===== src/rtl/mtr_pkg.sv =====
// Shared constants, FSM encoding and small helpers for the motor ramp block.
package mtr_pkg;

  localparam int DUTY_W = 10;
  localparam int CMD_W  = 11;

  localparam logic [DUTY_W-1:0] DUTY_MAX = {DUTY_W{1'b1}};

  // Per-channel ramp FSM encoding.
  typedef enum logic [1:0] {
    ST_RUN   = 2'd0,
    ST_DECEL = 2'd1,
    ST_DEAD  = 2'd2
  } chan_state_e;

  // Magnitude of a signed command, saturated to the duty range (-1024 -> 1023).
  function automatic logic [DUTY_W-1:0] cmd_mag(input logic [CMD_W-1:0] cmd);
    logic [CMD_W-1:0] mag;
    mag = cmd[CMD_W-1] ? (~cmd + 11'd1) : cmd;
    if (mag[CMD_W-1]) begin
      return DUTY_MAX;
    end
    return mag[DUTY_W-1:0];
  endfunction

  // Clamp an 11-bit unsigned intermediate result into the 10-bit duty range.
  function automatic logic [DUTY_W-1:0] clamp_duty(input logic [DUTY_W:0] v);
    if (v[DUTY_W]) begin
      return DUTY_MAX;
    end
    return v[DUTY_W-1:0];
  endfunction

endpackage


===== src/rtl/mtr_chan.sv =====
// One motor channel: command target latch, RUN/DECEL/DEAD ramp FSM,
// duty ramp arithmetic and dead-time counter. Advances only on i_tick.
//
// Command handshake: i_cmd_vld is a single-cycle strobe with no ready; the
// command is always accepted. When the strobe coincides with i_tick the new
// command already governs that tick's update.
module mtr_chan
  import mtr_pkg::*;
#(
  parameter logic [DUTY_W-1:0] STEP       = 10'd8,
  parameter int                DEAD_TICKS = 4
) (
  input  logic              i_clk,
  input  logic              i_rst_n,
  input  logic              i_tick,
  input  logic              i_cmd_vld,
  input  logic [CMD_W-1:0]  i_cmd,
  output logic [DUTY_W-1:0] o_duty,
  output logic              o_rev,
  output logic              o_busy,
  output chan_state_e       o_state
);

  localparam int              DC_W      = (DEAD_TICKS > 1) ? $clog2(DEAD_TICKS) : 1;
  localparam logic [DC_W-1:0] DEAD_LAST = DC_W'(DEAD_TICKS - 1);
  localparam logic [DC_W-1:0] DC_ONE    = DC_W'(1);

  chan_state_e       r_state;
  logic [DUTY_W-1:0] r_duty;
  logic              r_rev;
  logic [DUTY_W-1:0] r_tgt_mag;
  logic              r_tgt_dir;
  logic [DC_W-1:0]   r_dead_cnt;

  chan_state_e       w_state_nxt;
  logic [DUTY_W-1:0] w_duty_nxt;
  logic              w_rev_nxt;
  logic [DC_W-1:0]   w_dead_nxt;

  logic [DUTY_W-1:0] w_cmd_mag;
  logic [DUTY_W-1:0] w_tgt_mag;
  logic              w_tgt_dir;
  logic              w_dir_match;
  logic [DUTY_W:0]   w_duty_x;
  logic [DUTY_W:0]   w_tgt_x;
  logic [DUTY_W:0]   w_step_x;
  logic [DUTY_W:0]   w_approach_x;
  logic [DUTY_W:0]   w_decel_x;
  logic [DUTY_W-1:0] w_duty_approach;
  logic [DUTY_W-1:0] w_duty_decel;

  assign w_cmd_mag = cmd_mag(i_cmd);

  // A strobe in this cycle overrides the held target so it can govern a coincident tick.
  assign w_tgt_mag = i_cmd_vld ? w_cmd_mag : r_tgt_mag;
  assign w_tgt_dir = i_cmd_vld ? i_cmd[CMD_W-1] : r_tgt_dir;

  // A zero target never asks for a reversal.
  assign w_dir_match = (w_tgt_mag == '0) || (w_tgt_dir == r_rev);

  assign w_duty_x = {1'b0, r_duty};
  assign w_tgt_x  = {1'b0, w_tgt_mag};
  assign w_step_x = {1'b0, STEP};

  // Step toward the target by at most STEP, landing exactly on it when close.
  always_comb begin
    w_approach_x = w_tgt_x;
    if (w_tgt_x >= w_duty_x) begin
      if ((w_tgt_x - w_duty_x) > w_step_x) begin
        w_approach_x = w_duty_x + w_step_x;
      end
    end else begin
      if ((w_duty_x - w_tgt_x) > w_step_x) begin
        w_approach_x = w_duty_x - w_step_x;
      end
    end
  end

  // Step toward zero by at most STEP.
  always_comb begin
    w_decel_x = '0;
    if (w_duty_x > w_step_x) begin
      w_decel_x = w_duty_x - w_step_x;
    end
  end

  assign w_duty_approach = clamp_duty(w_approach_x);
  assign w_duty_decel    = clamp_duty(w_decel_x);

  // Hold the most recent command as the channel target.
  always_ff @(posedge i_clk or negedge i_rst_n) begin
    if (!i_rst_n) begin
      r_tgt_mag <= '0;
      r_tgt_dir <= 1'b0;
    end else if (i_cmd_vld) begin
      r_tgt_mag <= w_cmd_mag;
      r_tgt_dir <= i_cmd[CMD_W-1];
    end
  end

  // FSM state register.
  always_ff @(posedge i_clk or negedge i_rst_n) begin
    if (!i_rst_n) begin
      r_state <= ST_RUN;
    end else begin
      r_state <= w_state_nxt;
    end
  end

  // Next-state logic; transitions happen only on a ramp tick.
  always_comb begin
    w_state_nxt = r_state;
    if (i_tick) begin
      case (r_state)
        ST_RUN: begin
          if (!w_dir_match) w_state_nxt = ST_DECEL;
        end
        ST_DECEL: begin
          if (w_dir_match)              w_state_nxt = ST_RUN;
          else if (w_duty_decel == '0)  w_state_nxt = ST_DEAD;
        end
        ST_DEAD: begin
          if (w_dir_match)                  w_state_nxt = ST_RUN;
          else if (r_dead_cnt == DEAD_LAST) w_state_nxt = ST_RUN;
        end
        default: w_state_nxt = ST_RUN;
      endcase
    end
  end

  // Datapath next values (duty, direction, dead counter) per FSM state.
  always_comb begin
    w_duty_nxt = r_duty;
    w_rev_nxt  = r_rev;
    w_dead_nxt = r_dead_cnt;
    if (i_tick) begin
      case (r_state)
        ST_RUN: begin
          w_dead_nxt = '0;
          if (w_dir_match) w_duty_nxt = w_duty_approach;
        end
        ST_DECEL: begin
          w_dead_nxt = '0;
          if (!w_dir_match) w_duty_nxt = w_duty_decel;
        end
        ST_DEAD: begin
          if (w_dir_match) begin
            w_dead_nxt = '0;
          end else if (r_dead_cnt == DEAD_LAST) begin
            w_dead_nxt = '0;
            w_rev_nxt  = ~r_rev;
          end else begin
            w_dead_nxt = r_dead_cnt + DC_ONE;
          end
        end
        default: begin
          w_dead_nxt = '0;
        end
      endcase
    end
  end

  // Registered duty, direction and dead-time counter.
  always_ff @(posedge i_clk or negedge i_rst_n) begin
    if (!i_rst_n) begin
      r_duty     <= '0;
      r_rev      <= 1'b0;
      r_dead_cnt <= '0;
    end else begin
      r_duty     <= w_duty_nxt;
      r_rev      <= w_rev_nxt;
      r_dead_cnt <= w_dead_nxt;
    end
  end

  assign o_duty  = r_duty;
  assign o_rev   = r_rev;
  assign o_state = r_state;

  // Busy is derived from registered state only, never from the live command.
  assign o_busy = (r_state != ST_RUN) ||
                  (r_duty != r_tgt_mag) ||
                  !((r_tgt_mag == '0) || (r_tgt_dir == r_rev));

endmodule


===== src/rtl/mtr_ramp.sv =====
// Two-channel motor duty ramp: shared ramp-tick prescaler driving a left and a
// right channel that slew duty, enforce dead time on reversal and report busy.
module mtr_ramp
  import mtr_pkg::*;
#(
  parameter logic [DUTY_W-1:0] STEP       = 10'd8,
  parameter int                TICK_DIV   = 1024,
  parameter int                DEAD_TICKS = 4
) (
  input  logic              clk,
  input  logic              rst_n,
  input  logic [CMD_W-1:0]  lft_cmd,
  input  logic [CMD_W-1:0]  rht_cmd,
  input  logic              cmd_vld,
  output logic [DUTY_W-1:0] lft_duty,
  output logic [DUTY_W-1:0] rht_duty,
  output logic              lft_rev,
  output logic              rht_rev,
  output logic              busy,
  output chan_state_e       lft_state,
  output chan_state_e       rht_state
);

  localparam int            PW        = (TICK_DIV > 1) ? $clog2(TICK_DIV) : 1;
  localparam logic [PW-1:0] PRE_LAST  = PW'(TICK_DIV - 1);
  localparam logic [PW-1:0] PRE_ONE   = PW'(1);

  logic [PW-1:0] r_presc;
  logic          w_tick;
  logic          w_lft_busy;
  logic          w_rht_busy;

  // The tick fires on the TICK_DIV-th clock after reset release.
  assign w_tick = (r_presc == PRE_LAST);

  // Free-running prescaler shared by both channels.
  always_ff @(posedge clk or negedge rst_n) begin
    if (!rst_n) begin
      r_presc <= '0;
    end else if (w_tick) begin
      r_presc <= '0;
    end else begin
      r_presc <= r_presc + PRE_ONE;
    end
  end

  mtr_chan #(
    .STEP       (STEP),
    .DEAD_TICKS (DEAD_TICKS)
  ) u_lft (
    .i_clk     (clk),
    .i_rst_n   (rst_n),
    .i_tick    (w_tick),
    .i_cmd_vld (cmd_vld),
    .i_cmd     (lft_cmd),
    .o_duty    (lft_duty),
    .o_rev     (lft_rev),
    .o_busy    (w_lft_busy),
    .o_state   (lft_state)
  );

  mtr_chan #(
    .STEP       (STEP),
    .DEAD_TICKS (DEAD_TICKS)
  ) u_rht (
    .i_clk     (clk),
    .i_rst_n   (rst_n),
    .i_tick    (w_tick),
    .i_cmd_vld (cmd_vld),
    .i_cmd     (rht_cmd),
    .o_duty    (rht_duty),
    .o_rev     (rht_rev),
    .o_busy    (w_rht_busy),
    .o_state   (rht_state)
  );

  assign busy = w_lft_busy | w_rht_busy;

endmodule

===== config.mk =====
export PLATFORM = sky130hd
export DESIGN_NAME = mtr_ramp
export DESIGN_NICKNAME = d
export VERILOG_FILES = /design/src/rtl/mtr_pkg.sv /design/src/rtl/mtr_chan.sv /design/src/rtl/mtr_ramp.sv
export SDC_FILE = /design/constraint.sdc
export NUM_CORES = 1
export LEC_CHECK = 0
export BUFFER_PORTS_ARGS = -buffer_cell sky130_fd_sc_hd__buf_4
export CELL_PAD_IN_SITES_DETAIL_PLACEMENT = 0
export CELL_PAD_IN_SITES_GLOBAL_PLACEMENT = 1
export CORE_MARGIN = 2
export CORE_UTILIZATION = 25
export CTS_CLUSTER_DIAMETER = 100
export DETAILED_ROUTE_END_ITERATION = 7
export MAX_ROUTING_LAYER = met4
export PLACE_DENSITY = 0.55
export RECOVER_POWER = 50
export SYNTH_ARGS = -nofsm -noshare
export SYNTH_HDL_FRONTEND = slang
export SYNTH_HIERARCHICAL = 1
export SYNTH_SLANG_ARGS = --single-unit
export TNS_END_PERCENT = 5

===== constraint.sdc =====
create_clock -name clk -period 6.6 [get_ports clk]
set_input_delay 0.99 -clock clk [delete_from_list [all_inputs] [get_ports clk]]
set_output_delay 0.99 -clock clk [all_outputs]
set_load 0.05 [all_outputs]

==> results.cfg, run 1 <==
[hold_path]
worstHoldPathType = reg -> reg

[placement]
numPlacedInstances = 1279
place_hpwl_mm = 18.2
io_buffer_count = 51
post-place-ws_ps = 1070
gp_congestion = 0.878

[yosys]
synth.area.top_cells = dfrtp_1 22%, ha_1 9.2%, xnor2_1 4.7%
yosys_warnings = 6
synthArstFlopShare = 1.00
syn_area_sq_mm = 0.00692
yosysUniqueCellTypes = 96
synthFlopType = dfrtp_1
synth.top_cells.by_count = 71 x nand2_1, 66 x inv_1, 63 x nor2_1
yosys_register_bits = 62
synth_cells = 881
synth-edff-count = 0
synth.avg_cell_area_sq_um = 7.86
synth.most_common_cell = nand2_1
synth_fp_nets = 957
yosysTopAreaCell = dfrtp_1
synth_top_area_share = 0.224
ys_seq_area_frac = 0.224

[floorplan]
initial_core_util = 0.255
die_width_um = 170
num_rows = 60
io_pins = 52
die-area_sq_mm = 0.0290
die_h_um = 170
core_sq_mm = 0.0271

[finish]
fin_nets = 994
area_growth_pct = 15.1
final_cell_count_no_fill = 1294
drive_gt1_frac = 0.123
multiInputGateArea_sq_mm = 0.00496
num_antenna_cells = 0
fillers = 2917
seqCellArea_sq_mm = 0.00155

[critical_path]
cp.arrival_ps = 5370
path_class = in -> reg
slowest_delay_ps = 460
critical_path.endpoint_type = register
critPathMaxFanout = 9
worstSetupStartpointType = input pin
worstPathCellList = buf_4 > inv_1 > ha_1 > nor4b_2 > nand4b_1 > a31o_2 > inv_1 > ha_1 > and2_1 > a221o_1 > nor2_1 > o21ai_1 > mux2_2 > nor4_1 > or2_1 > o311ai_0 > a2bb2oi_1
slowest_stage = nor4_1
crit_required_ps = 6790

[cts]
path_clk_slew_ps = 60
post-cts-setup-buffers = 0
htree_levels = 3
ctsHoldBuffers = 0
cts_resized = 0
cts_sinks = 62
clockBufferDepth = 2
clock_tree.root_cell = clkbuf_16
cts_buffers = 9
cts_tree = built
worstSkewPairLatency_ps = 330

[detailed_routing]
routedWlPerCell_um = 18.4
drc = 0
drtPass1Iterations = 5
num_vias = 6784
wirelength_mm = 23.9
drt_iter0_markers = 573
ant_nets = 0
viasPerCell = 5.24

[global_routing]
antenna_found_initial = 0
grt_pass1_vias = 6479
grt_usage = 0.172
grt_overflow = 0
grt_max_degree = 63
grt_pass1_wl_mm = 37.8

[pwr]
ir_drop_mv = 0.113
p_per_area_mw_per_mm2 = 180
leakagePower_nw = 3.23
fin_total_pwr_mw = 1.43

[status]
failed_checks = capacitance limit, slew limit
status = finished, violations left

[timing]
tightestPinTransition_ps = 3540
setup-violations-final = 0
period_share = 0.784
finClkSkew_ps = 8.67
post-route-min-period_ps = 5180
slew_violations = 63
fmax_ghz = 0.193
hold_violations = 0
worst_slack_ps = 1420
grt_setup_unrepaired = no
relSlewSlack = -1.36
tns_ps = 0

[flow_run]
drv_cap = 1
sequential cells by signal (all words and copies together), names as in the netlist:
| name | flops |
|---|---|
| r_presc | 10 |
| u_lft/o_duty | 10 |
| u_lft/o_rev | 1 |
| u_lft/o_state | 2 |
| u_lft/r_dead_cnt | 2 |
| u_lft/r_tgt_dir | 1 |
| u_lft/r_tgt_mag | 10 |
| u_rht/o_duty | 10 |
| u_rht/o_rev | 1 |
| u_rht/o_state | 2 |
| u_rht/r_dead_cnt | 2 |
| u_rht/r_tgt_dir | 1 |
| u_rht/r_tgt_mag | 10 |
cell usage in the layout (no fill, tap or decap), types with 10 or more instances in the layout:
cell type / synthesis / layout
xor2_1: 23 / 23
a211oi_1: 10 / 10
nor3_1: 27 / 28
nor2_1: 63 / 63
nand4_1: 16 / 16
nand3_1: 32 / 32
dfrtp_1: 62 / 62
a21oi_1: 60 / 60
nor2b_1: 19 / 19
a31oi_1: 24 / 24
a21o_1: 13 / 13
xnor2_1: 37 / 37
o21ai_0: 46 / 46
nand2_1: 71 / 71
nor4_1: 15 / 15
buf_4: 1 / 59
ha_1: 51 / 51
or3_1: 10 / 10
inv_1: 66 / 66
nand2b_1: 16 / 16
power by group:
part	internal (mW)	switching, mW	total, mW
Combinational	0.203	0.330	0.533
Clock	0.299	0.173	0.473
Sequential	0.399	0.0289	0.428
routing by layer:
metal,wire [um],part of all wire,vias to the layer above,track usage
met4,368,0.015,0,0.0479
met1,12000,0.50,3232,0.251
li1,-,-,3332,-
met5,0,0,-,-
met3,1340,0.056,22,0.0284
met2,10100,0.42,198,0.242
area by class of cell:
cell class / instances / area share
repair buffers: 62 / 0.0570
flip-flops and latches: 62 / 0.195
well taps: 372 / 0.0584
inverters: 67 / 0.0316
clock buffers: 11 / 0.0305
clock inverters: 4 / 0.00597
multi-input cells: 716 / 0.622
per-stage QoR:
stage	cell area, sq um	util	hold slack [ps]
final	7970	0.294	505
after global routing	7970	0.294	539
after CTS	7990	0.295	508
after detailed placement	7690	0.284	496
after global placement	7690	0.284	492
after floorplan	6920	-	466
path summary, 6_finish.rpt:
check	startpoint	endpoint	slack, ps	cells after the start
worst max-delay path	rht_cmd[0]	u_rht/o_duty[3]$_DFFE_PN0P_	1420	17
worst min-delay path	r_presc[8]$_DFF_PN0_	r_presc[8]$_DFF_PN0_	500	1
worst max register to register	u_lft/o_duty[5]$_DFFE_PN0P_	u_lft/o_duty[6]$_DFFE_PN0P_	2610	11
worst min register to register	r_presc[8]$_DFF_PN0_	r_presc[8]$_DFF_PN0_	500	1
max in group asynchronous	rst_n	u_lft/r_tgt_mag[0]$_DFF_PN0_	2740	1
min in group asynchronous	rst_n	u_rht/r_tgt_mag[2]$_DFF_PN0_	1870	1
critical path, delay by kind of cell:
kind            cells  cell delay, ps
buf+inv             3             370
mux                 1             310
compound gates      5            1210
simple gates        6            1920
fa+ha+maj           2             570
cell families (layout without fill, tap and decap cells):
group | Yosys count | after routing | share of synthesized area
XOR/XNOR | 60 | 60 | 0.0759
AO/OA/AOI/OAI | 282 | 282 | 0.289
buffers and inverters | 103 | 144 | 0.0594
multiplexers | 12 | 12 | 0.0202
adder cells (fa/ha/maj) | 51 | 51 | 0.0922
AND/OR/NAND/NOR | 311 | 311 | 0.239
flip-flops | 62 | 62 | 0.224
(Power assumes the default switching activity.)
==> run 2, diff against run 1 <==
--- a/config.mk
+++ b/config.mk
@@ -5,6 +5,7 @@
 export SDC_FILE = /design/constraint.sdc
 export NUM_CORES = 1
 export LEC_CHECK = 0
+export ABC_AREA = 1
 export BUFFER_PORTS_ARGS = -buffer_cell sky130_fd_sc_hd__buf_4
 export CELL_PAD_IN_SITES_DETAIL_PLACEMENT = 0
 export CELL_PAD_IN_SITES_GLOBAL_PLACEMENT = 1
@@ -13,7 +14,7 @@
 export CTS_CLUSTER_DIAMETER = 100
 export DETAILED_ROUTE_END_ITERATION = 7
 export MAX_ROUTING_LAYER = met4
-export PLACE_DENSITY = 0.55
+export PLACE_DENSITY = 0.58
 export RECOVER_POWER = 50
 export SYNTH_ARGS = -nofsm -noshare
 export SYNTH_HDL_FRONTEND = slang
==> constraint.sdc (replaced) <==
create_clock -name clk -period 4.85 [get_ports clk]
set_input_delay 0.7275 -clock clk [delete_from_list [all_inputs] [get_ports clk]]
set_output_delay 0.7275 -clock clk [all_outputs]
set_load 0.05 [all_outputs]
==> results.cfg, run 2 <==
[flow_run]
drv_cap = 1

[yosys]
synth_top_area_share = 0.209
synth.most_common_cell = nand2_1
synth.area.top_cells = nand2_1 21%, dfrtp_1 20%, inv_1 8.9%
synthArstFlopShare = 1.00
synthFlopType = dfrtp_1
yosys_warnings = 6
synth_cells = 1276
synth-edff-count = 0
synth.top_cells.by_count = 431 x nand2_1, 184 x inv_1, 138 x nand3_1
synth.avg_cell_area_sq_um = 6.06
ys_seq_area_frac = 0.201
yosysTopAreaCell = nand2_1
yosysUniqueCellTypes = 47
syn_area_sq_mm = 0.00773
yosys_register_bits = 62
synth_fp_nets = 1352

[floorplan]
initial_core_util = 0.253
num_rows = 64
die_width_um = 180
io_pins = 52
die-area_sq_mm = 0.0323
die_h_um = 180
core_sq_mm = 0.0305

[pwr]
netSwitchingFraction = 0.366
p_per_area_mw_per_mm2 = 201
p_sw_mw = 0.646
fin_total_pwr_mw = 1.76
comb_power_share = 0.307
p_int_mw = 1.12
pwr-share-seq = 0.319
leakagePower_nw = 4.72
ir_drop_mv = 0.182
power.share.clock = 0.374

[finish]
finalCoreUtilization = 0.288
area_growth_pct = 13.7
final_common_cell = nand2_1
stdcell_area_sq_mm = 0.00879
num_antenna_cells = 0
layout_common_cells = 433 x nand2_1, 184 x inv_1, 138 x nand3_1, 111 x nor2_1, 62 x dfrtp_1
drive_gt1_frac = 0.123
fin_nets = 1400

[hold_path]
whs_path_depth = 2
worstHoldPathType = reg -> reg
hold_path_end = u_rht/r_dead_cnt[1]$_DFFE_PN0P_
hp-start = u_rht/r_dead_cnt[1]$_DFFE_PN0P_

[placement]
placed_area_sq_mm = 0.00852
place_hpwl_mm = 21.4
gp_congestion = 0.871
io_buffer_count = 51

[timing]
period_share = 0.877
tightestPinTransition_ps = 3630
post-route-min-period_ps = 4260
grt_setup_unrepaired = no
setup-violations-final = 0
fmax_ghz = 0.235
finClkSkew_ps = 8.62
hold_violations = 0
relSlewSlack = -1.42
tns_ps = 0
worst_hold_slack_ps = 482
slew_violations = 63

[cts]
path_clk_slew_ps = 60
htree_levels = 3
cts_buffers = 9
cts_resized = 0
cts_tree = built
post-cts-setup-buffers = 0
ctsHoldBuffers = 0
cts_sinks = 62
worstSkewPairLatency_ps = 330
clock_tree.root_cell = clkbuf_16
clockBufferDepth = 2

[status]
status = finished, violations left
failed_checks = capacitance limit, slew limit

[critical_path]
slowest_stage = ha_1
cp.arrival_ps = 4480
critPathMaxFanout = 13
crit_required_ps = 5070
cpMostUsedCell = nand2_1
critical_path.endpoint_type = register
path_class = in -> reg
slowest_delay_ps = 440
worstSetupStartpointType = input pin
r2r-start = u_lft/r_tgt_mag[5]$_DFF_PN0_
rr_worst_depth = 19
reg2reg_to = u_lft/o_duty[3]$_DFFE_PN0P_
r2r_slack_ps = 1260

[detailed_routing]
wirelength_mm = 26.5
viasPerCell = 4.65
drc = 0
ant_nets = 0
drtPass1Iterations = 6
num_vias = 8024
drt_iter0_markers = 585
routedWlPerCell_um = 15.3

[global_routing]
grt_usage = 0.169
antenna_found_initial = 0
grt_max_degree = 63
grt_pass1_vias = 7775
grt_overflow = 0
grt_pass1_wl_mm = 43.0
[run 2: cell count changes in the layout (fill, tap and decap cells not counted), moves of 16 or more]
cell     change
nand3_1    +106
xnor2_1     -26
nor2_2      +17
nor2b_1     -19
nand2_2     +16
inv_1      +118
nor2_1      +48
a21oi_1     -31
a31oi_1     -23
nand3_2     +17
nand2_1    +362
o21ai_0     -19
nor3_1      -16
[run 2: power groups by stage]
stage	sequential [mW]	combinational, mW	clock (mW)
floorplan	0.563	0.389	0
global placement	0.570	0.550	0
detailed placement	0.570	0.544	0
CTS	0.561	0.547	0.680
global route	0.564	0.619	0.711
finish	0.562	0.542	0.660
[run 2: final cells by class]
class / instances / area [sq um]
repair buffers: 53 / 394
clock inverters: 6 / 61.3
well taps: 396 / 495
flip-flops and latches: 62 / 1550
multi-input cells: 998 / 5290
fillers: 3532 / 21700
clock buffers: 10 / 239
inverters: 200 / 758
[run 2: per-stage QoR]
step | setup WS, ps | std cells
final | 595 | 1725
after detailed placement | 302 | 1709
after CTS | 643 | 1725
after global placement | 305 | 1709
after global routing | 167 | 1725
after floorplan | 1430 | 1276
[run 2: worst max path at each step]
stage	start	end	slack, ps	cells past startpoint
3_3_place_gp	lft_cmd[0]	u_lft/o_duty[3]$_DFFE_PN0P_	300	25
6_report	lft_cmd[0]	u_lft/o_duty[3]$_DFFE_PN0P_	590	25
3_5_place_dp	lft_cmd[0]	u_lft/o_duty[3]$_DFFE_PN0P_	300	25
2_1_floorplan	rht_cmd[0]	u_rht/o_duty[1]$_DFFE_PN0P_	1430	26
5_1_grt	lft_cmd[0]	u_lft/o_duty[3]$_DFFE_PN0P_	170	25
4_1_cts	lft_cmd[0]	u_lft/o_duty[3]$_DFFE_PN0P_	640	25
[run 2: cells by family after synthesis]
family | Yosys count | share of synthesized area
and+or+nand+nor | 809 | 0.480
buffers and inverters | 216 | 0.112
adders and majority gates | 51 | 0.0826
DFF | 62 | 0.201
AOI/OAI and AO/OA | 98 | 0.0787
xor gates and xnor gates | 40 | 0.0463
[run 2: per-layer routing]
layer  routed length, um  share of wire  global-route usage
met1               14000           0.53               0.250
met4                 355          0.013              0.0319
met3                 957          0.036              0.0201
met5                   0              0                   -
met2               11100           0.42               0.247
[run 2: critical path, delay by kind of cell]
family | cells | cell delay (ps)
fa+ha+maj | 2 | 710
buf+inv | 4 | 470
simple gates | 19 | 2570
